$ cat src/rtl/hex_sr_pkg.sv
// Shared types and constants for the hex shift-register host and the chip model it drives.
package hex_sr_pkg;

  localparam int unsigned DIGIT_W        = 6;
  localparam int unsigned DEFAULT_LENGTH = 55;

  typedef enum logic [2:0] {
    StIdle,
    StWWait,
    StWLo,
    StWHi,
    StRLo,
    StRWait,
    StRHi
  } state_e;

  // Width of a counter holding 0..n-1, never narrower than one bit.
  function automatic int unsigned cnt_width(input int unsigned n);
    return (n > 1) ? $clog2(n) : 1;
  endfunction

endpackage

$ cat src/rtl/hex_sr_clkgen.sv
// Phase counter for the chip shift clock: times each LO/HI phase and owns the sr_clk flop.
module hex_sr_clkgen #(
  parameter int unsigned CLK_DIV = 2
) (
  input  logic clk_i,
  input  logic rst_i,
  input  logic en_i,
  input  logic rise_i,
  input  logic fall_i,
  output logic sr_clk_o,
  output logic phase_end_o
);

  localparam int unsigned PhW = (CLK_DIV > 1) ? $clog2(CLK_DIV) : 1;
  localparam logic [PhW-1:0] PhLast = PhW'(CLK_DIV - 1);

  logic [PhW-1:0] ph_q, ph_d;
  logic           sr_clk_q, sr_clk_d;

  assign phase_end_o = en_i && (ph_q == PhLast);
  assign sr_clk_o    = sr_clk_q;

  always_comb begin
    ph_d = ph_q;
    if (!en_i || phase_end_o) begin
      ph_d = '0;
    end else begin
      ph_d = ph_q + 1'b1;
    end
  end

  always_comb begin
    sr_clk_d = sr_clk_q;
    if (rise_i) begin
      sr_clk_d = 1'b1;
    end else if (fall_i) begin
      sr_clk_d = 1'b0;
    end
  end

  always_ff @(posedge clk_i) begin
    if (rst_i) begin
      ph_q     <= '0;
      sr_clk_q <= 1'b0;
    end else begin
      ph_q     <= ph_d;
      sr_clk_q <= sr_clk_d;
    end
  end

endmodule

$ cat src/rtl/hex_sr_host.sv
// Host controller for the hex shift-register chip: frame load and non-destructive frame read.
// Optional HEX_SR_HOST_SYNC_EN adds a 2-flop synchronizer on sr_dout.
module hex_sr_host
  import hex_sr_pkg::*;
#(
  parameter int unsigned LENGTH  = DEFAULT_LENGTH,
  parameter int unsigned CLK_DIV = 2
) (
  input  logic               clk,
  input  logic               rst,
  input  logic               start_load,
  input  logic               start_read,
  output logic               busy,
  output logic               done,
  input  logic [DIGIT_W-1:0] in_data,
  input  logic               in_valid,
  output logic               in_ready,
  output logic [DIGIT_W-1:0] out_data,
  output logic               out_valid,
  input  logic               out_ready,
  output logic               sr_clk,
  output logic               sr_recirc,
  output logic [DIGIT_W-1:0] sr_din,
  input  logic [DIGIT_W-1:0] sr_dout
);

  localparam int unsigned    CntW    = cnt_width(LENGTH);
  localparam logic [CntW-1:0] CntLast = CntW'(LENGTH - 1);

  if (CLK_DIV < 1) begin : gen_div_chk
    $error("hex_sr_host: CLK_DIV must be >= 1");
  end
  if (LENGTH < 1) begin : gen_len_chk
    $error("hex_sr_host: LENGTH must be >= 1");
  end

  logic [DIGIT_W-1:0] dout_s;

`ifdef HEX_SR_HOST_SYNC_EN
  if (CLK_DIV < 3) begin : gen_sync_div_chk
    $error("hex_sr_host: CLK_DIV must be >= 3 with HEX_SR_HOST_SYNC_EN");
  end

  logic [DIGIT_W-1:0] sync1_q, sync2_q;

  always_ff @(posedge clk) begin
    if (rst) begin
      sync1_q <= '0;
      sync2_q <= '0;
    end else begin
      sync1_q <= sr_dout;
      sync2_q <= sync1_q;
    end
  end

  assign dout_s = sync2_q;
`else
  assign dout_s = sr_dout;
`endif

  state_e             state_q, state_d;
  logic [CntW-1:0]    cnt_q, cnt_d;
  logic               busy_q, busy_d;
  logic               done_q, done_d;
  logic               in_ready_q, in_ready_d;
  logic               out_valid_q, out_valid_d;
  logic [DIGIT_W-1:0] out_data_q, out_data_d;
  logic               sr_recirc_q, sr_recirc_d;
  logic [DIGIT_W-1:0] sr_din_q, sr_din_d;

  logic ph_en, ph_end, clk_rise, clk_fall;

  assign ph_en = (state_q == StWLo) || (state_q == StWHi) ||
                 (state_q == StRLo) || (state_q == StRHi);

  hex_sr_clkgen #(
    .CLK_DIV (CLK_DIV)
  ) u_clkgen (
    .clk_i       (clk),
    .rst_i       (rst),
    .en_i        (ph_en),
    .rise_i      (clk_rise),
    .fall_i      (clk_fall),
    .sr_clk_o    (sr_clk),
    .phase_end_o (ph_end)
  );

  always_comb begin
    state_d     = state_q;
    cnt_d       = cnt_q;
    busy_d      = busy_q;
    done_d      = 1'b0;
    in_ready_d  = in_ready_q;
    out_valid_d = out_valid_q;
    out_data_d  = out_data_q;
    sr_recirc_d = sr_recirc_q;
    sr_din_d    = sr_din_q;
    clk_rise    = 1'b0;
    clk_fall    = 1'b0;

    case (state_q)
      StIdle: begin
        if (start_load) begin
          state_d     = StWWait;
          cnt_d       = '0;
          busy_d      = 1'b1;
          in_ready_d  = 1'b1;
          sr_recirc_d = 1'b0;
        end else if (start_read) begin
          state_d     = StRLo;
          cnt_d       = '0;
          busy_d      = 1'b1;
          sr_recirc_d = 1'b1;
          sr_din_d    = '0;
        end
      end

      StWWait: begin
        if (in_valid && in_ready_q) begin
          sr_din_d   = in_data;
          in_ready_d = 1'b0;
          state_d    = StWLo;
        end
      end

      // Full low phase before the rising edge gives the chip data setup time.
      StWLo: begin
        if (ph_end) begin
          clk_rise = 1'b1;
          state_d  = StWHi;
        end
      end

      StWHi: begin
        if (ph_end) begin
          clk_fall = 1'b1;
          if (cnt_q == CntLast) begin
            done_d  = 1'b1;
            busy_d  = 1'b0;
            state_d = StIdle;
          end else begin
            cnt_d      = cnt_q + 1'b1;
            in_ready_d = 1'b1;
            state_d    = StWWait;
          end
        end
      end

      StRLo: begin
        if (ph_end) begin
          out_data_d  = dout_s;
          out_valid_d = 1'b1;
          state_d     = StRWait;
        end
      end

      // The chip is not clocked until the digit is consumed, so stalls lose nothing.
      StRWait: begin
        if (out_valid_q && out_ready) begin
          out_valid_d = 1'b0;
          clk_rise    = 1'b1;
          state_d     = StRHi;
        end
      end

      StRHi: begin
        if (ph_end) begin
          clk_fall = 1'b1;
          if (cnt_q == CntLast) begin
            done_d      = 1'b1;
            busy_d      = 1'b0;
            sr_recirc_d = 1'b0;
            state_d     = StIdle;
          end else begin
            cnt_d   = cnt_q + 1'b1;
            state_d = StRLo;
          end
        end
      end

      default: begin
        state_d = StIdle;
      end
    endcase
  end

  always_ff @(posedge clk) begin
    if (rst) begin
      state_q     <= StIdle;
      cnt_q       <= '0;
      busy_q      <= 1'b0;
      done_q      <= 1'b0;
      in_ready_q  <= 1'b0;
      out_valid_q <= 1'b0;
      out_data_q  <= '0;
      sr_recirc_q <= 1'b0;
      sr_din_q    <= '0;
    end else begin
      state_q     <= state_d;
      cnt_q       <= cnt_d;
      busy_q      <= busy_d;
      done_q      <= done_d;
      in_ready_q  <= in_ready_d;
      out_valid_q <= out_valid_d;
      out_data_q  <= out_data_d;
      sr_recirc_q <= sr_recirc_d;
      sr_din_q    <= sr_din_d;
    end
  end

  assign busy      = busy_q;
  assign done      = done_q;
  assign in_ready  = in_ready_q;
  assign out_valid = out_valid_q;
  assign out_data  = out_data_q;
  assign sr_recirc = sr_recirc_q;
  assign sr_din    = sr_din_q;

endmodule

$ cat config.mk
export PLATFORM = sky130hd
export DESIGN_NAME = hex_sr_host
export DESIGN_NICKNAME = d
export VERILOG_FILES = /design/src/rtl/hex_sr_pkg.sv /design/src/rtl/hex_sr_clkgen.sv /design/src/rtl/hex_sr_host.sv
export SDC_FILE = /design/constraint.sdc
export NUM_CORES = 1
export LEC_CHECK = 0
export ABC_CLOCK_PERIOD_IN_PS = 1700
export CELL_PAD_IN_SITES_DETAIL_PLACEMENT = 1
export CELL_PAD_IN_SITES_GLOBAL_PLACEMENT = 1
export CORE_MARGIN = 10
export CORE_UTILIZATION = 31
export DETAILED_ROUTE_END_ITERATION = 12
export PLACE_DENSITY = 0.72
export SYNTH_ARGS = -nofsm -noshare
export SYNTH_HDL_FRONTEND = slang
export SYNTH_SLANG_ARGS = --single-unit
$ cat constraint.sdc
create_clock -name clk -period 1.7 [get_ports clk]
set_clock_uncertainty 0.2 [all_clocks]
set_input_delay 0.425 -clock clk [delete_from_list [all_inputs] [get_ports clk]]
set_output_delay 0.425 -clock clk [all_outputs]
set_load 0.01 [all_outputs]
==> flow_summary.toml <==
[outcome]
status = "complete, no violations"

[power]
leakagePower_uw = 0.000809
cellPowerDensity_nw_per_um2 = 936
power.total_uw = 1850
irDropWorstVdd_mv = 0.359

[critical_path]
slowest_stage = "dfxtp_2"
worstRegToRegCells = 6
reg2reg_to = "cnt_q[0]$_SDFFE_PP0P_"
r2r_setup_slack_ps = 70
start_kind = "flip-flop"
cp-endpoint = "cnt_q[0]$_SDFFE_PP0P_"
slowest_delay_ps = 330
worstSetupEndpointType = "flip-flop"
crit_start = "cnt_q[0]$_SDFFE_PP0P_"
crit_required_ps = 1670
crit_chain = "inv_2, ha_4, nand4b_1, o211ai_4, a211oi_2, a31o_2"
path_max_fanout = 5
rr_startpoint = "cnt_q[0]$_SDFFE_PP0P_"
crit_type = "reg2reg"
cp.arrival_ps = 1610

[cts]
clkSlewWorstSetupHoldPaths_ps = 100
h-tree-depth = 1
clock-sinks = 28
ctsHoldBuffers = 0
cts-buffers-inserted = 3
cts_tree = "built"
clk_latency_ps = 280
cts_root_buf = "clkbuf_8"
clock_path_buffers = 2

[finish]
drive_above_1_share_pct = 21.6
areaGrowthSynthToFinish_pct = 48.5
layout_common_cells = "dfxtp_1, buf_4, dlygate4sd2_1"
post-route-util_pct = 48.4
antenna_cells = 0
fin_nets = 229

[grt]
antenna_found_initial = 0
overflow = 0
grt_start_max_net_pins = 17
grt_pass1_vias = 1464
grtUsageTotal_pct = 11.6
grt_pass1_wl_um = 7060

[logic_synthesis]
yosys.area.top_type_share_pct = 42.1
synth_compound_area_share_pct = 19.3
synthTopCellsByArea = "dfxtp_1, a21oi_1, mux2i_1, nand3_1, nor2_1"
synth_top_area_cell = "dfxtp_1"
async_flop_share_pct = 0
synth_nets = 177
synth_warnings = 0
synth_edf_count = 0
synthSimpleGateAreaFrac_pct = 23.0
synth_fa_ha_area_share_pct = 1.88
syn_avg_cell_area_um2 = 8.48
yosysSeqAreaShare_pct = 42.1
netlist_instances = 157
synthFlopType = "dfxtp_1"
syn_area_um2 = 1330
ys_ff_latch = 28
synth_top_family_by_area = "simple AND/OR/NAND/NOR gates"
synthXorXnorAreaFrac_pct = 3.20
synthMuxAreaShare_pct = 5.26
synth_cell_types = 43

[placed_design]
port_buffers = 35
dp_slack_ps = -495
gp_congestion = 0.749
dp_hpwl_um = 3310

[drt]
drt_wl_total_um = 4310
first_pass_iters = 4
top_layer = "met4"
routed_via_density = 5.20
wl_met2_um = 2180
drtIter0Drc = 30
wl_met1_um = 1790
vias = 1342
wl_met3_um = 321
ant_nets = 0
wl_per_cell_um = 16.7
drc = 0

[floorplan]
start_util_pct = 32.6
core_um2 = 4090
die-width_um = 85.5
num_rows = 23
dieArea_um2 = 7320
die_y_um = 85.5
ios = 36

[sta]
layout_min_cycle_time_ps = 1630
setup_ws_ps = 65.5
report.final.slew_viol_count = 0
fmax_mhz = 612
setup_violations = 0
min_period_over_period_pct = 96.1
hold_viol = 0
worst_slew_pin_slew_ps = 531
relSlewSlack_pct = 64.4

[run]
maxCapViolations = 0

[min_path]
min_path_type = "reg2reg"
Yosys cell counts, types with 2 or more instances:
cell type and instances:
o21ai_0 9, and4_1 2, dfxtp_1 28, and2_1 3, a211oi_1 2, clkbuf_1 3, nor2_1 17, buf_2 4
nand2_1 11, a31oi_1 2, nand3_1 14, mux2i_1 7, nand4_1 3, o31ai_1 2, inv_1 5, ha_1 2
a21oi_1 14, xor2_1 2, o211ai_1 2, nor4_1 2
how the worst min path moves through the flow:
stage,from,endpoint,slack (ps),depth (start not counted)
floorplan,sr_din[0]$_SDFFE_PP0P_,sr_din[0]$_SDFFE_PP0P_,280,2
global placement,sr_din[0]$_SDFFE_PP0P_,sr_din[0]$_SDFFE_PP0P_,250,2
detailed placement,sr_din[4]$_SDFFE_PP0P_,sr_din[4]$_SDFFE_PP0P_,260,2
finish,sr_din[4]$_SDFFE_PP0P_,sr_din[4]$_SDFFE_PP0P_,270,2
global route,sr_din[4]$_SDFFE_PP0P_,sr_din[4]$_SDFFE_PP0P_,300,2
CTS,sr_din[4]$_SDFFE_PP0P_,sr_din[4]$_SDFFE_PP0P_,270,2
layout make-up:
type                       instances  area (um2)
inverter                           5        18.8
sequential                        28         572
timing repair buffer              57         507
multi-input combinational        114         762
tap                               50        62.6
fill                             478        2110
clock buffer                       4        55.1
worst max-delay path: cells and delay by family, from the launching register on:
kind                       cells  cell delay (ps)
DFF                            1              330
adders and majority gates      1              130
buffers and inverters          1               60
AOI/OAI and AO/OA              3              620
and+or+nand+nor                1              190
flip-flops by register name (all words and copies together), names as in the netlist:
register	count
out_valid	1
state_q	3
u_clkgen.ph_q	1
in_ready	1
out_data	6
busy	1
sr_din	6
cnt_q	6
sr_recirc	1
done	1
u_clkgen.sr_clk_o	1
cells by family after synthesis:
family / Yosys count
simple gates: 61
compound gates: 40
flops: 28
buf+inv: 15
mux: 7
xor+xnor: 4
fa+ha+maj: 2
metrics by stage:
stage	instance area (um2)	cells	setup TNS (ps)	hold WS [ps]
after global routing	1980	258	-5.92	299
after global placement	1860	253	-4820	245
after floorplan	1330	157	0	276
final	1980	258	0	272
after CTS	1910	258	0	273
after detailed placement	1860	253	-5950	256
metal layers:
metal / track usage (%) / vias up
met2: 19.5 / 31
li1: - / 671
met1: 12.7 / 638
met3: 5.20 / 2
met5: 0 / -
met4: 3.44 / 0
repair_timing:
item                       4_1_cts  5_1_grt
setup buffers                    1        0
gates resized for setup         26       19
setup endpoints to repair       28       17
pin swaps                        1        5
power breakdown:
part	internal [uW]	switching, uW
Clock	208	215
Sequential	724	96.0
Combinational	287	320
Note: power is estimated with default switching activity, not from simulation.
